$ cat src/rtl/serial_alu.sv
// serial_alu: digit-serial ALU for the 16-bit serial CPU datapath.
// Operands are captured on an accepted start and consumed DIGIT bits per
// cycle, LSB first. Results shift in from the MSB side. After N = WIDTH/DIGIT
// RUN cycles, done pulses for one cycle and the result is held.
// Optional feature macro: SERIAL_ALU_FLAGS_EN adds the zero and carry flag ports.
module serial_alu #(
    parameter int WIDTH = 16,
    parameter int DIGIT = 1
) (
    input  logic             clk,
    input  logic             rst,
    input  logic             start,
    input  logic [2:0]       op,
    input  logic [WIDTH-1:0] a,
    input  logic [WIDTH-1:0] b,
    output logic             busy,
    output logic             done,
    output logic [WIDTH-1:0] result
`ifdef SERIAL_ALU_FLAGS_EN
    ,
    output logic             zero,
    output logic             carry
`endif
);

    localparam int N     = WIDTH / DIGIT;
    localparam int CNT_W = (N > 1) ? $clog2(N) : 1;
    localparam logic [CNT_W-1:0] LAST = CNT_W'(N - 1);

    localparam logic [2:0] OP_ADD   = 3'd0;
    localparam logic [2:0] OP_SUB   = 3'd1;
    localparam logic [2:0] OP_AND   = 3'd2;
    localparam logic [2:0] OP_OR    = 3'd3;
    localparam logic [2:0] OP_XOR   = 3'd4;
    localparam logic [2:0] OP_PASSB = 3'd5;
    localparam logic [2:0] OP_SLTU  = 3'd6;

    typedef enum logic [1:0] {
        ST_IDLE = 2'd0,
        ST_RUN  = 2'd1,
        ST_DONE = 2'd2
    } state_t;

    state_t              state_r;
    logic [WIDTH-1:0]    a_sh_r;
    logic [WIDTH-1:0]    b_sh_r;
    logic [2:0]          op_r;
    logic                carry_r;
    logic [CNT_W-1:0]    cnt_r;

    logic [DIGIT-1:0]       a_d_s;
    logic [DIGIT-1:0]       b_d_s;
    logic [DIGIT:0]         sum_s;
    logic [DIGIT-1:0]       res_d_s;
    logic                   cout_s;
    logic [WIDTH+DIGIT-1:0] shift_s;
    logic [WIDTH-1:0]       result_nxt_s;

`ifdef SERIAL_ALU_FLAGS_EN
    assign carry = carry_r;
`endif

    // Current digit: arithmetic/logic slice, carry-out and next result value.
    always_comb begin
        a_d_s        = a_sh_r[DIGIT-1:0];
        b_d_s        = b_sh_r[DIGIT-1:0];
        sum_s        = '0;
        res_d_s      = '0;
        cout_s       = 1'b0;
        shift_s      = '0;
        result_nxt_s = '0;
        case (op_r)
            OP_ADD: begin
                sum_s   = {1'b0, a_d_s} + {1'b0, b_d_s} + {{DIGIT{1'b0}}, carry_r};
                res_d_s = sum_s[DIGIT-1:0];
                cout_s  = sum_s[DIGIT];
            end
            OP_SUB: begin
                sum_s   = {1'b0, a_d_s} + {1'b0, ~b_d_s} + {{DIGIT{1'b0}}, carry_r};
                res_d_s = sum_s[DIGIT-1:0];
                cout_s  = sum_s[DIGIT];
            end
            OP_SLTU: begin
                // Run the subtraction only for its borrow; digits shift in as zero.
                sum_s   = {1'b0, a_d_s} + {1'b0, ~b_d_s} + {{DIGIT{1'b0}}, carry_r};
                res_d_s = '0;
                cout_s  = sum_s[DIGIT];
            end
            OP_AND:   res_d_s = a_d_s & b_d_s;
            OP_OR:    res_d_s = a_d_s | b_d_s;
            OP_XOR:   res_d_s = a_d_s ^ b_d_s;
            OP_PASSB: res_d_s = b_d_s;
            default: begin
                res_d_s = '0;
                cout_s  = 1'b0;
            end
        endcase
        shift_s = {res_d_s, result};
        if ((op_r == OP_SLTU) && (cnt_r == LAST)) begin
            result_nxt_s = {{(WIDTH-1){1'b0}}, ~cout_s};
        end else begin
            result_nxt_s = shift_s[WIDTH+DIGIT-1:DIGIT];
        end
    end

    // Control FSM, operand shifters, carry chain and registered outputs.
    always_ff @(posedge clk) begin
        if (rst) begin
            state_r <= ST_IDLE;
            busy    <= 1'b0;
            done    <= 1'b0;
            result  <= '0;
            carry_r <= 1'b0;
            cnt_r   <= '0;
            a_sh_r  <= '0;
            b_sh_r  <= '0;
            op_r    <= OP_ADD;
`ifdef SERIAL_ALU_FLAGS_EN
            zero    <= 1'b1;
`endif
        end else begin
            case (state_r)
                ST_IDLE, ST_DONE: begin
                    done <= 1'b0;
                    if (start) begin
                        state_r <= ST_RUN;
                        busy    <= 1'b1;
                        a_sh_r  <= a;
                        b_sh_r  <= b;
                        op_r    <= op;
                        cnt_r   <= '0;
                        // Subtraction-style ops start with carry-in 1 (two's complement).
                        carry_r <= ((op == OP_SUB) || (op == OP_SLTU)) ? 1'b1 : 1'b0;
                    end else begin
                        state_r <= ST_IDLE;
                        busy    <= 1'b0;
                    end
                end
                ST_RUN: begin
                    a_sh_r  <= a_sh_r >> DIGIT;
                    b_sh_r  <= b_sh_r >> DIGIT;
                    carry_r <= cout_s;
                    result  <= result_nxt_s;
`ifdef SERIAL_ALU_FLAGS_EN
                    zero    <= (result_nxt_s == '0);
`endif
                    if (cnt_r == LAST) begin
                        state_r <= ST_DONE;
                        busy    <= 1'b0;
                        done    <= 1'b1;
                        cnt_r   <= '0;
                    end else begin
                        cnt_r   <= cnt_r + CNT_W'(1);
                    end
                end
                default: begin
                    state_r <= ST_IDLE;
                    busy    <= 1'b0;
                    done    <= 1'b0;
                end
            endcase
        end
    end

endmodule
$ cat config.mk
export PLATFORM = sky130hd
export DESIGN_NAME = serial_alu
export DESIGN_NICKNAME = d
export VERILOG_FILES = /design/src/rtl/serial_alu.sv
export SDC_FILE = /design/constraint.sdc
export NUM_CORES = 1
export LEC_CHECK = 0
export ABC_AREA = 1
export BUFFER_PORTS_ARGS = -buffer_cell sky130_fd_sc_hd__buf_4
export CORE_ASPECT_RATIO = 1.5
export CORE_MARGIN = 2
export CORE_UTILIZATION = 38
export CTS_BUF_LIST = sky130_fd_sc_hd__clkbuf_2
export DETAILED_ROUTE_END_ITERATION = 6
export GPL_ROUTABILITY_DRIVEN = 0
export PLACE_DENSITY = 0.67
export SYNTH_ARGS = -nofsm -noshare
export SYNTH_HDL_FRONTEND = slang
export SYNTH_SLANG_ARGS = --single-unit
$ cat constraint.sdc
create_clock -name clk -period 2.4 [get_ports clk]
set_input_delay 0.24 -clock clk [delete_from_list [all_inputs] [get_ports clk]]
set_output_delay 0.24 -clock clk [all_outputs]
set_load 0.005 [all_outputs]
==> metrics.md, run 1 <==
| Metric | Value |
|---|---|
| Cells after DPL | `around 460` |
| Setup repair after global routing missed its margin | `no` |
| Count of nets after finishing | `~440` |
| Switching power total | `roughly 0.63 mW` |
| Outcome | `completed` |
| Estimated wirelength of the detail-placed design | `a little over 4000 um` |
| Family of cells with the greatest summed delay on the critical path | `adder cells` |
| Unique cell type count in the Yosys netlist | `24` |
| Min-Delay Startpoint | `a[9]` |
| Setup-violating endpoint count in the final report | `0` |
| Post-DRT Antenna Nets | `0` |
| Fill cell total of the finished layout | `659` |
| Global-route wire length before repair | `~10000 um` |
| Clk sink count | `60` |
| Setup slack of the critical path after layout | `~800 ps` |
| Sum of routed wire length over all layers | `slightly above 6000 um` |
| Port buffer count | `55` |
| Worst path arrival time | `just under 2000 ps` |
| Combinational cell fraction of total power | `0.186` |
| Delay of the slowest critical-path stage | `~550 ps` |
| Prevailing post-synth register cell | `dfxtp_1` |
| Slowest stage cell, crit path | `fa_1` |
| Num CTS Buffers | `9` |
| CP dominant cell by count | `nand2_1` |
| Area share of the leading cell type in the synthesized netlist | `0.463` |
| Leading cell types in the layout, fill and taps excluded | `61 x buf_4, 60 x dfxtp_1, 59 x nor3_1` |
| Post-DR vias/cell | `5.13` |
| Power per Cell Area | `roughly 660 nW/um^2` |
| Total placed instance area | `approximately 3000 sq um` |
| Layout-stage area growth over the synthesis result | `23.3%` |
| TritonCTS clock tree | `built` |
| Startpoint type of the worst setup path | `flop` |
| Number of failing hold endpoints at the final stage | `0` |
| Post-route worst hold slack | `~27 ps` |
| Root buf cell | `clkbuf_2` |
| Die extent in y | `around 110 um` |
| Post_cts resized | `0` |
| Gr usage total | `0.168` |
| Post-placement setup slack | `a little over 800 ps` |
| Total die area | `around 7500 sq um` |
| Width of the chip | `71.4 um` |
| Async set or reset register ratio after synthesis | `0` |
| Peak clock frequency supported by timing | `approximately 620 MHz` |
| Overall Power | `~2.1 mW` |
| H-tree lvl count | `3` |
| Netlist area before placement | `~2600 sq um` |
| DRT iter0 DRCs | `roughly 120` |
| CP Capture Type | `flop` |
| Mean instance size in the synthesized netlist | `7.60 sq um` |
| Mapped Cells | `roughly 340` |
| Total number of vias | `2447` |
| Cell internal power dissipation | `around 1.5 mW` |
| Congestion Overflow GR | `0` |
| Final routed DRC violation total | `0` |
| Bufs on Longest Clock Path | `2` |
| Sum Neg Setup Slack | `0 ps` |
| Fin crit share | `0.668` |
| Sequential group share of total power | `0.541` |
| Post-detailed-route wirelength per cell | `between 10 and 15 um` |
| Yosys Warn Count | `0` |
| Setup clock skew after layout | `13.1 ps` |
| Post-Synthesis Net Count | `between 300 and 400` |
| Pre-Repair DR Iteration Count | `4` |
| Share of the yosys chip area belonging to registers | `0.463` |
| Worst r2r src | `a_sh_r[0]` |
| Clock transition at the register clock pins on the worst setup and hold paths after CTS | `150 ps` |
| Worst-path maximum fanout | `4` |
| Switching fraction of total power | `0.295` |
| Number of antenna diodes | `0` |
| Worst ir drop on vdd | `about 0.37 mV` |
| Area contributors post-synth | `dfxtp_1 46%, nor3_1 11%, o21ai_0 9.5%` |
| Slew Limit Headroom | `0.671` |
| EDFF count, synth | `0` |
| Final standard cell count with taps included and fillers excluded | `about 480` |
| Initial antenna violation count | `0` |
| Maximum number of pins on one net before global-route repair | `39` |
| Core utilization of the finished layout | `0.489` |
| Most common cell after layout, fill and taps aside | `buf_4` |
| Setup Crit Path Kind | `flop to flop` |
| Transition time at the pin with the least slew margin | `about 490 ps` |
| Area of the multi-input gates | `1200 sq um` |
| Final instance area | `between 3000 and 4000 sq um` |
| Number of global-route vias before repair | `2265` |
| Power share of the clock group | `0.273` |
| Count of buffer and inverter cells on the critical path | `1` |
| Critical-path cell list | `inv_1 -> fa_1 -> nand2_1 -> nand3_1 -> nand2_1 -> a21oi_1 -> nor2_1` |
| IO Count | `between 50 and 60` |
| Worst path required time | `between 2000 and 3000 ps` |
| Number of slew-limit violations in the final report | `0` |
| Clock latency on the worst-skew pair | `roughly 470 ps` |
| Layout cells sized above 1 | `0.200` |
| Effective utilization at floorplan | `0.397` |
| Synth area leader | `dfxtp_1` |
| Cell leakage power | `1.32 nW` |
| Timing startpoint of the critical path | `a_sh_r[0]` |
| Area of all sequential standard cells | `about 1200 sq um` |
| Synthesized flop and latch total | `60` |
| Minimum clock period after layout | `1600 ps` |
| Number of core rows | `36` |
| Placeable Area | `roughly 6500 sq um` |
| # Max-Cap Violations | `0` |
| Worst hold-check path type | `input pin to flop` |
cells by family (layout without fill, tap and decap cells):
kind of cell / after synthesis / count (layout) / share of synthesized area
AND/OR/NAND/NOR: 148 / 148 / 0.255
flip-flops: 60 / 60 / 0.463
buffers and inverters: 42 / 102 / 0.0743
adder cells (fa/ha/maj): 6 / 6 / 0.0376
AO/OA/AOI/OAI: 85 / 85 / 0.169
synthesized netlist by cell type (6+ instances only):
| cell | n |
|---|---|
| dfxtp_1 | 60 |
| nor3_1 | 59 |
| o21ai_0 | 49 |
| nand2_1 | 39 |
| nor2_1 | 34 |
| a21oi_1 | 28 |
| inv_1 | 16 |
| nand3_1 | 11 |
| clkbuf_1 | 8 |
| buf_4 | 7 |
| buf_2 | 6 |
power groups by stage:
| stage | clock [mW] | sequential (mW) | combinational, mW |
|---|---|---|---|
| 2_1_floorplan | 0 | 1.16 | 0.251 |
| 3_3_place_gp | 0 | 1.17 | 0.384 |
| 3_5_place_dp | 0 | 1.17 | 0.391 |
| 4_1_cts | 0.592 | 1.15 | 0.401 |
| 5_1_grt | 0.641 | 1.16 | 0.450 |
| 6_report | 0.578 | 1.15 | 0.395 |
path summary, 6_finish.rpt:
| kind | end | slack, ps | cells after the start |
|---|---|---|---|
| min | a_sh_r[9] | 30 | 3 |
| min reg2reg | done | 470 | 2 |
| max | result[15] | 800 | 7 |
| max reg2reg | result[15] | 800 | 7 |
metal layers:
layer,share of wire,global-route usage
met1,0.43,0.200
met2,0.50,0.278
met3,0.055,0.0415
met4,0.015,0.0768
met5,0,0
registers in the layout, indices dropped and copies added (netlist names):
register and flops:
result 16, carry_r 1, busy 1, state_r 2
b_sh_r 16, cnt_r 4, done 1, a_sh_r 16
op_r 3
layout make-up:
cell class,instances,area share
sequential,60,0.376
multi-input combinational,239,0.375
timing repair buffer,68,0.165
tap,76,0.0298
inverter,19,0.0223
clock inverter,6,0.0176
clock buffer,9,0.0141
what timing repair did:
item	CTS	global route
endpoints found under the setup margin	0	0
hold buffers	7	0
buffers inserted	0	0
endpoints found under the hold margin	10	0
worst min-delay path: cells and delay by family:
kind | cells | cell delay (ps)
AND/OR/NAND/NOR | 2 | 150
buffers and inverters | 1 | 80
No activity file was read; power rests on OpenSTA's default activity.
==> run 2, diff against run 1 <==
--- a/config.mk
+++ b/config.mk
@@ -13,7 +13,7 @@
 export CTS_BUF_LIST = sky130_fd_sc_hd__clkbuf_2
 export DETAILED_ROUTE_END_ITERATION = 6
 export GPL_ROUTABILITY_DRIVEN = 0
-export PLACE_DENSITY = 0.67
+export PLACE_DENSITY = 0.69
 export SYNTH_ARGS = -nofsm -noshare
 export SYNTH_HDL_FRONTEND = slang
 export SYNTH_SLANG_ARGS = --single-unit
==> constraint.sdc (replaced) <==
create_clock -name clk -period 1.4 [get_ports clk]
set_input_delay 0.14 -clock clk [delete_from_list [all_inputs] [get_ports clk]]
set_output_delay 0.14 -clock clk [all_outputs]
set_load 0.005 [all_outputs]
==> run 2 against run 1 <==
Effect of this change: the run now ends with negative setup slack left; via count rose by 7.2%; routed wire length is 8.2% higher; die area unchanged; worst hold slack worse by 3.7 ps; critical path depth did not move; critical endpoint unchanged.
==> metrics.md, run 2 (same netlist as run 1, synthesis figures left out) <==
| Metric | Value |
|---|---|
| Outcome | `finished, violations left` |
| Failing checks | `negative setup slack` |
| # Max-Cap Violations | `0 (unchanged)` |
| Cells after DPL | `468 (+2.9%)` |
| Num CTS Buffers | `9 (unchanged)` |
| Count of buffer and inverter cells on the critical path | `1 (unchanged)` |
| Leading cell types in the layout, fill and taps excluded | `72 x buf_4, 59 x nor3_1, 55 x dfxtp_1` |
| Clock transition at the register clock pins on the worst setup and hold paths after CTS | `170 ps (+20 ps)` |
| Combinational cell fraction of total power | `0.195 (+0.009)` |
| Post-DRT Antenna Nets | `0 (unchanged)` |
| Post-route worst hold slack | `23.2 ps (-3.71 ps)` |
| WHS Path Cells | `3 (unchanged)` |
| WL met2 | `3330 um (+9.5%)` |
| Global-route wire length before repair | `11500 um (+14%)` |
| Setup slack of the critical path after layout | `-27.7 ps (-826 ps)` |
| Maximum number of pins on one net before global-route repair | `38 (-2.6%)` |
| Worst path arrival time | `1820 ps (-140 ps)` |
| Number of failing hold endpoints at the final stage | `0 (unchanged)` |
| CP Capture Type | `flop` |
| Port buffer count | `55 (unchanged)` |
| Post-detailed-route wirelength per cell | `12.7 um (-0.75%)` |
| Switching power total | `1.18 mW (+88%)` |
| Setup Crit Path Kind | `flop to flop` |
| Congestion Overflow GR | `0 (unchanged)` |
| Cell leakage power | `1.57 nW (+19%)` |
| Sum of routed wire length over all layers | `6580 um (+8.2%)` |
| Power share of the clock group | `0.341 (+0.068)` |
| Max layer used | `met4` |
| Total die area | `7510 sq um (unchanged)` |
| Clock latency on the worst-skew pair | `510 ps (+40 ps)` |
| Fin crit share | `1.02 (+0.352)` |
| Bufs on Longest Clock Path | `2 (unchanged)` |
| Setup clock skew after layout | `28.0 ps (+14.9 ps)` |
| IO Count | `56 (unchanged)` |
| Pre-Repair DR Iteration Count | `4 (unchanged)` |
| Effective utilization at floorplan | `0.397 (unchanged)` |
| Final standard cell count with taps included and fillers excluded | `520 (+9.0%)` |
| Number of cells traversed by the worst register-to-register path | `7 (unchanged)` |
| Switching fraction of total power | `0.277 (-0.0186)` |
| Slowest stage cell, crit path | `fa_1` |
| Worst hold-check path type | `input pin to flop` |
| Clk sink count | `60 (unchanged)` |
| Met3 wirelength from detailed routing | `302 um (-9.3%)` |
| Layout cells sized above 1 | `0.252 (+0.0528)` |
| Core utilization of the finished layout | `0.570 (+0.0810)` |
| CP dominant cell by count | `nand2_1` |
| Transition time at the pin with the least slew margin | `303 ps (-190 ps)` |
| Delay of the slowest critical-path stage | `520 ps (-30 ps)` |
| DRT iter0 DRCs | `89 (-27%)` |
| Total number of vias | `2624 (+7.2%)` |
| Worst path required time | `1790 ps (-970 ps)` |
| Post-placement setup slack | `-14.4 ps (-833 ps)` |
| Power per Cell Area | `1140 nW/um^2 (+72%)` |
| Number of antenna diodes | `0 (unchanged)` |
| Gr usage total | `0.191 (+0.0237)` |
| Worst-path maximum fanout | `4 (unchanged)` |
| Routed metal-1 wirelength | `2810 um (+7.5%)` |
| Most common cell after layout, fill and taps aside | `buf_4` |
| Critical-path cell list | `inv_2 -> fa_1 -> nand2_1 -> nand3_1 -> nand2_1 -> a21oi_2 -> nor2_1` |
| Minimum clock period after layout | `1430 ps (-174 ps)` |
| Cell internal power dissipation | `3.08 mW (+110%)` |
| Stages on worst setup path | `7 (unchanged)` |
| Setup-violating endpoint count in the final report | `1 (+1)` |
| Number of slew-limit violations in the final report | `0 (unchanged)` |
| Number of core rows | `36 (unchanged)` |
| Total placed instance area | `3170 sq um (+5.0%)` |
| Startpoint type of the worst setup path | `flop` |
| Final routed DRC violation total | `0 (unchanged)` |
| Width of the chip | `71.4 um (unchanged)` |
| TritonCTS clock tree | `built` |
| Layout-stage area growth over the synthesis result | `43.7%` |
| Overall Power | `4.25 mW (+100%)` |
| Number of global-route vias before repair | `2650 (+17%)` |
| Slew Limit Headroom | `0.798 (+0.127)` |
| Post-DR vias/cell | `5.05 (-1.6%)` |
| Worst ir drop on vdd | `0.680 mV (+82%)` |
| H-tree lvl count | `3 (unchanged)` |
| Estimated wirelength of the detail-placed design | `4310 um (+4.3%)` |
| Final instance area | `3720 sq um (+17%)` |
| Initial antenna violation count | `0 (unchanged)` |
| Peak clock frequency supported by timing | `700 MHz (+12%)` |
| Root buf cell | `clkbuf_2` |
| Sum Neg Setup Slack | `-27.7 ps (-27.7 ps)` |
| Count of nets after finishing | `483 (+9.5%)` |
| Fill cell total of the finished layout | `593 (-10%)` |
| Placeable Area | `6530 sq um (unchanged)` |
| Regs by FF count | `a_sh_r: 16 flops, b_sh_r: 16 flops, result: 16 flops` |
| Sequential group share of total power | `0.464 (-0.077)` |
| Setup repair after global routing missed its margin | `yes` |
| Family of cells with the greatest summed delay on the critical path | `adder cells` |
| Die extent in y | `105 um (unchanged)` |
==> run 2: cell types whose count changed in the layout (fill, tap and decap cells not counted), sizes merged <==
cell / delta
bufinv: +2
dlygate4sd3: +27
buf: +15
inv: +1
clkinv: -1
clkinvlp: -2
clkbuf: +1
==> run 2: worst register-to-register path, stage by stage, from the launching register on <==
cell and delay, ps:
dfxtp_4 400, inv_2 40, fa_1 520, nand2_1 50
nand3_1 90, nand2_1 70, a21oi_2 110, nor2_1 50
==> run 2: what timing repair did <==
action / 4_1_cts / 5_1_grt
hold buffers: 34 / 0
setup endpoints to repair: 1 / 22
buffers inserted: 1 / 1
endpoints found under the hold margin: 38 / 0
pin swaps: 5 / 3
resized for setup: 5 / 10
==> run 2: path summary, 6_finish.rpt <==
path | start | to | slack (ps)
max | carry_r | result[15] | -30
min | b[0] | b_sh_r[0] | 20
max reg2reg | carry_r | result[15] | -30
min reg2reg | done | done | 470
==> run 2: final cells by class <==
cell class / count / area, sq um / area share
multi-input combinational: 239 / 1220 / 0.327
clock buffer: 10 / 50.0 / 0.0134
tap: 76 / 95.1 / 0.0255
sequential: 60 / 1210 / 0.326
clock inverter: 6 / 111 / 0.0299
inverter: 19 / 73.8 / 0.0198
timing repair buffer: 110 / 961 / 0.258
==> run 2: metal layers <==
metal,GRT usage,vias to the layer above
li1,-,1355
met1,0.227,1201
met2,0.326,56
met3,0.0386,12
met4,0.0863,0
met5,0,-
==> run 2: power groups by stage <==
stage / Clock [mW] / Sequential, mW / Combinational [mW]
after global routing: 1.56 / 2.00 / 0.937
after detailed placement: 0 / 2.01 / 0.737
after global placement: 0 / 2.00 / 0.723
after floorplan: 0 / 1.99 / 0.431
after CTS: 1.48 / 1.97 / 0.821
final: 1.45 / 1.97 / 0.831
